`config.mk`:
```
export PLATFORM = sky130hd
export DESIGN_NAME = nibble_serial_adder_ctrl
export DESIGN_NICKNAME = d
export VERILOG_FILES = /design/src/rtl/nibble_serial_adder_ctrl.sv
export SDC_FILE = /design/constraint.sdc
export NUM_CORES = 1
export LEC_CHECK = 0
export ABC_AREA = 1
export BUFFER_PORTS_ARGS = -buffer_cell sky130_fd_sc_hd__buf_2
export CORE_ASPECT_RATIO = 1.25
export CORE_UTILIZATION = 30
export DETAILED_ROUTE_END_ITERATION = 16
export PLACE_DENSITY = 0.55
export SLEW_MARGIN = 30
export SYNTH_ARGS = -nofsm -noshare
export SYNTH_HDL_FRONTEND = slang
export SYNTH_SLANG_ARGS = --single-unit
```
`constraint.sdc`:
```
create_clock -name clk -period 4.45 [get_ports clk]
set_input_delay 0.89 -clock clk [delete_from_list [all_inputs] [get_ports clk]]
set_output_delay 0.89 -clock clk [all_outputs]
set_load 0.01 [all_outputs]
```
`src/rtl/nibble_serial_adder_ctrl.sv`:
```
// ----------------------------------------------------------------------------
// ripple_adder_4_bit_structural
//   Gate-level 4-bit ripple-carry adder (one full adder per bit).
//   a, b       : 4-bit addends
//   carry_in   : carry into bit 0
//   sum        : 4-bit sum
//   carry_out  : carry out of bit 3
// ----------------------------------------------------------------------------
module ripple_adder_4_bit_structural (
   input  logic [3:0] a,
   input  logic [3:0] b,
   input  logic       carry_in,
   output logic [3:0] sum,
   output logic       carry_out
);

   logic [4:0] c;

   assign c[0] = carry_in;

   genvar i;
   generate
      for (i = 0; i < 4; i++) begin : g_fa
         assign sum[i]   = a[i] ^ b[i] ^ c[i];
         assign c[i + 1] = (a[i] & b[i]) | (c[i] & (a[i] ^ b[i]));
      end
   endgenerate

   assign carry_out = c[4];

endmodule

// ----------------------------------------------------------------------------
// nibble_serial_adder_ctrl
//   Adds two WORDS*4-bit operands by feeding one nibble per clock (LSB first)
//   through a single shared 4-bit ripple adder, carrying between nibbles in a
//   register. Start/done handshake towards the host.
//   clk        : rising-edge clock
//   reset      : synchronous, active-high; aborts any operation in progress
//   start      : request, accepted only while ready=1
//   a, b       : operands, latched on an accepted start
//   carry_in   : initial carry, latched on an accepted start
//   ready      : high in IDLE and DONE
//   busy       : high in RUN
//   done       : one-cycle pulse when sum/carry_out hold a new result
//   sum        : registered W-bit result
//   carry_out  : registered carry out of the top nibble
// ----------------------------------------------------------------------------
module nibble_serial_adder_ctrl #(
   parameter int WORDS = 4
) (
   input  logic                 clk,
   input  logic                 reset,
   input  logic                 start,
   input  logic [4*WORDS-1:0]   a,
   input  logic [4*WORDS-1:0]   b,
   input  logic                 carry_in,
   output logic                 ready,
   output logic                 busy,
   output logic                 done,
   output logic [4*WORDS-1:0]   sum,
   output logic                 carry_out
);

   localparam int W     = 4 * WORDS;
   localparam int CNT_W = (WORDS > 1) ? $clog2(WORDS) : 1;

   typedef enum logic [1:0] {IDLE, RUN, DONE} state_t;

   state_t             state, state_next;
   logic [W-1:0]       opa, opb, acc, acc_next;
   logic               carry;
   logic [CNT_W-1:0]   count;
   logic               load, last;
   logic [3:0]         adder_sum;
   logic               adder_cout;

   ripple_adder_4_bit_structural u_adder (
      .a         (opa[3:0]),
      .b         (opb[3:0]),
      .carry_in  (carry),
      .sum       (adder_sum),
      .carry_out (adder_cout)
   );

   // New nibble enters at the top; after WORDS shifts the accumulator holds
   // the full result in the right order.
   assign acc_next = (acc >> 4) | (W'(adder_sum) << (W - 4));
   assign last     = (count == CNT_W'(WORDS - 1));

   always_comb begin
      state_next = state;
      ready      = 1'b0;
      busy       = 1'b0;
      done       = 1'b0;
      load       = 1'b0;
      case (state)
         IDLE: begin
            ready = 1'b1;
            if (start) begin
               load       = 1'b1;
               state_next = RUN;
            end
         end
         RUN: begin
            busy = 1'b1;
            if (last) state_next = DONE;
         end
         DONE: begin
            ready = 1'b1;
            done  = 1'b1;
            if (start) begin
               load       = 1'b1;
               state_next = RUN;
            end else begin
               state_next = IDLE;
            end
         end
         default: state_next = IDLE;
      endcase
   end

   // Control state and the host-visible result registers
   always_ff @(posedge clk) begin
      if (reset) begin
         state     <= IDLE;
         count     <= '0;
         sum       <= '0;
         carry_out <= 1'b0;
      end else begin
         state <= state_next;
         if (load)
            count <= '0;
         else if (busy)
            count <= count + CNT_W'(1);
         if (busy && last) begin
            sum       <= acc_next;
            carry_out <= adder_cout;
         end
      end
   end

   // Operand shift registers, carry register and accumulator
   always_ff @(posedge clk) begin
      if (load) begin
         opa   <= a;
         opb   <= b;
         carry <= carry_in;
      end else if (busy) begin
         opa   <= opa >> 4;
         opb   <= opb >> 4;
         carry <= adder_cout;
         acc   <= acc_next;
      end
   end

endmodule

```
==> metrics.yaml <==
synth:
  syn_nets: 330
  yosys_warnings: 0
  synth.most_common_cell: "nand2_1"
  ys_top_cells_by_area: "edfxtp_1 (48%), dfxtp_1 (15%), nand2_1 (12%)"
  yosysSeqAreaShare_pct: 63.21
  ys_seq_elements: 66
  ys.flop_type: "edfxtp_1"
  yosys.area.top_type: "edfxtp_1"
  ys_top_cells_by_count: "nand2_1 (89), edfxtp_1 (45), nor2_1 (45)"
  synth_edf_count: 45
  netlist_instances: 289
  syn_area_per_cell_sq_um: 9.698
  async_flop_share_pct: 0
  yosys.area.top_type_share_pct: 48.21
  synth_area_sq_um: 2803
  synth_cell_types: 19
worst_hold_path:
  hold_class: "reg -> reg"
  holdPathStages: 0
  hold_end: "acc[6]$_DFFE_PP_"
  holdCritStartpoint: "acc[10]$_DFFE_PP_"
timing:
  hold-worst-slack_ns: 0.4409
  finalSetupViolCount: 0
  worstMarginPinSlew_ns: 0.5428
  rsz0062_at_grt: "no"
  tns_ns: 0
  finClkSkew_ns: 0.005640
  hold_violations: 0
  fmax_mhz: 387.0
  timing.final.crit_period_ns: 2.584
  fin_crit_sh_pct: 58.07
  report.final.slew_viol_count: 0
  slew_headroom_pct: 63.59
placement:
  port-buffer-count: 55
  hpwl_um: 3151
  place_congestion: 0.6960
clock_tree:
  cts_tree: "yes"
  cts_root_buffer: "clkbuf_16"
  htreeDepth: 3
  path_clk_slew_ns: 0.05
  hold_buffers: 0
  cts.sinks: 66
  cts.path.max_buffers: 2
  cts_setup_buffers: 0
  clock_latency_ns: 0.32
  cts_buffers: 9
  post_cts_resized: 0
routing:
  drt-initial-drc-count: 66
  vias: 1921
  drc: 0
  first_pass_iters: 4
  post_drt_wl_per_cell_um: 10.48
  via_per_inst: 4.070
  ant_nets: 0
  wirelength_um: 4947
critical_path:
  crit_type: "reg -> out"
  startpoint_type: "register"
  worstSetupEndpointType: "output pin"
  ff2ff_setup_slack_ns: 2.25
  r2r-start: "opa[0]$_DFFE_PP_"
  rr_worst_depth: 10
  cp.required_ns: 3.56
  reg2reg_to: "sum[15]$_SDFFE_PP0P_"
  crit_arrival_ns: 1.69
  crit_fanout: 27
layout:
  drive_above_1_share_pct: 20.63
  nFillCells: 949
  syn_to_final_growth_pct: 21.43
  n_antenna_cell: 0
  nets: 385
grt:
  track_usage_pct: 11.51
  antenna_found_initial: 0
  grt_pass1_wl_um: 8259
  grt_pass1_vias: 1887
  grt_overflow: 0
  grt_max_degree: 38
die:
  die_w_um: 88.45
  ios: 56
  fp-row-count: 39
  fp.dieH_um: 110.1
  dieArea_sq_um: 9735
  initial_core_util_pct: 30.71
  core_sq_um: 9125
run:
  maxCapViolations: 0
pwr:
  cellPowerDensity_nw_per_um2: 435.7
  irDropWorstVdd_v: 0.0002060
  p_leak_nw: 1.647
run_status:
  status: "finished clean"
## registers in the layout, indices dropped and copies added, names as in the netlist
register	flops
acc	12
carry	1
carry_out	1
count	2
opa	16
opb	16
state	2
sum	16
## cell type report
type	instances	area (sq um)	area share (%)
Timing Repair Buffer	56	282.8	8.309
Clock inverter	4	18.77	0.5515
Multi-Input combinational cell	171	789.5	23.20
Sequential cell	66	1772	52.06
Tap cell	123	153.9	4.522
Inverter	40	150.1	4.412
Clock buffer	12	236.5	6.949
## worst max-delay path, cell delays in order, from the launching register on
cell,delay [ns]
dfxtp_1,0.44
inv_2,0.28
nor2_4,0.43
buf_2,0.21
## report_power, final
| part | switching (mW) | total, mW | internal [mW] |
|---|---|---|---|
| Clock | 0.232 | 0.603 | 0.372 |
| Sequential | 0.0186 | 0.750 | 0.732 |
| Combinational | 0.0836 | 0.129 | 0.0457 |
## worst max path at each step
stage / startpoint / end / cells after the start
final: state[0]$_SDFFE_PP0P_ / busy / 3
after CTS: state[0]$_SDFFE_PP0P_ / busy / 3
after global placement: start / opb[13]$_SDFFCE_PN0P_ / 4
after detailed placement: start / opb[12]$_SDFFCE_PN0P_ / 4
after global routing: state[0]$_SDFFE_PP0P_ / busy / 3
after floorplan: start / carry$_DFFE_PP_ / 4
## layout by cell type, fill, tap and decap left out, drive strengths merged
master and instances:
a21oi 4, buf 56, clkbuf 12, clkinv 5
dfxtp 21, edfxtp 45, fa 4, ha 1
inv 39, nand2 90, nand3 26, nor2 46
## kinds of logic (layout without fill, tap and decap cells)
group | Yosys count | count (layout) | synth area share (%)
buffers and inverters | 52 | 112 | 8.616
AOI/OAI and AO/OA | 4 | 4 | 0.7143
DFF | 66 | 66 | 63.21
and+or+nand+nor | 162 | 162 | 24.15
adders and majority gates | 5 | 5 | 3.304
## metrics by stage
step / setup slack, ns / util [%] / instance area [sq um] / instances / power, mW
after global placement: 2.017 / 34.50 / 3148 / 456 / 0.8888
after CTS: 1.830 / 37.30 / 3403 / 472 / 1.504
after global routing: 1.723 / 37.30 / 3403 / 472 / 1.555
after detailed placement: 1.984 / 34.50 / 3148 / 456 / 0.8963
after floorplan: 2.088 / - / 2803 / 289 / 0.8525
final: 1.866 / 37.30 / 3403 / 472 / 1.483
## per-layer routing
layer	vias to the layer above	GRT usage, %	routed length (um)
met5	-	0	0
met4	0	6.567	108
met3	10	3.872	313
met2	53	19.56	2362
met1	850	12.43	2163
li1	1008	-	-
(Power assumes the default switching activity.)
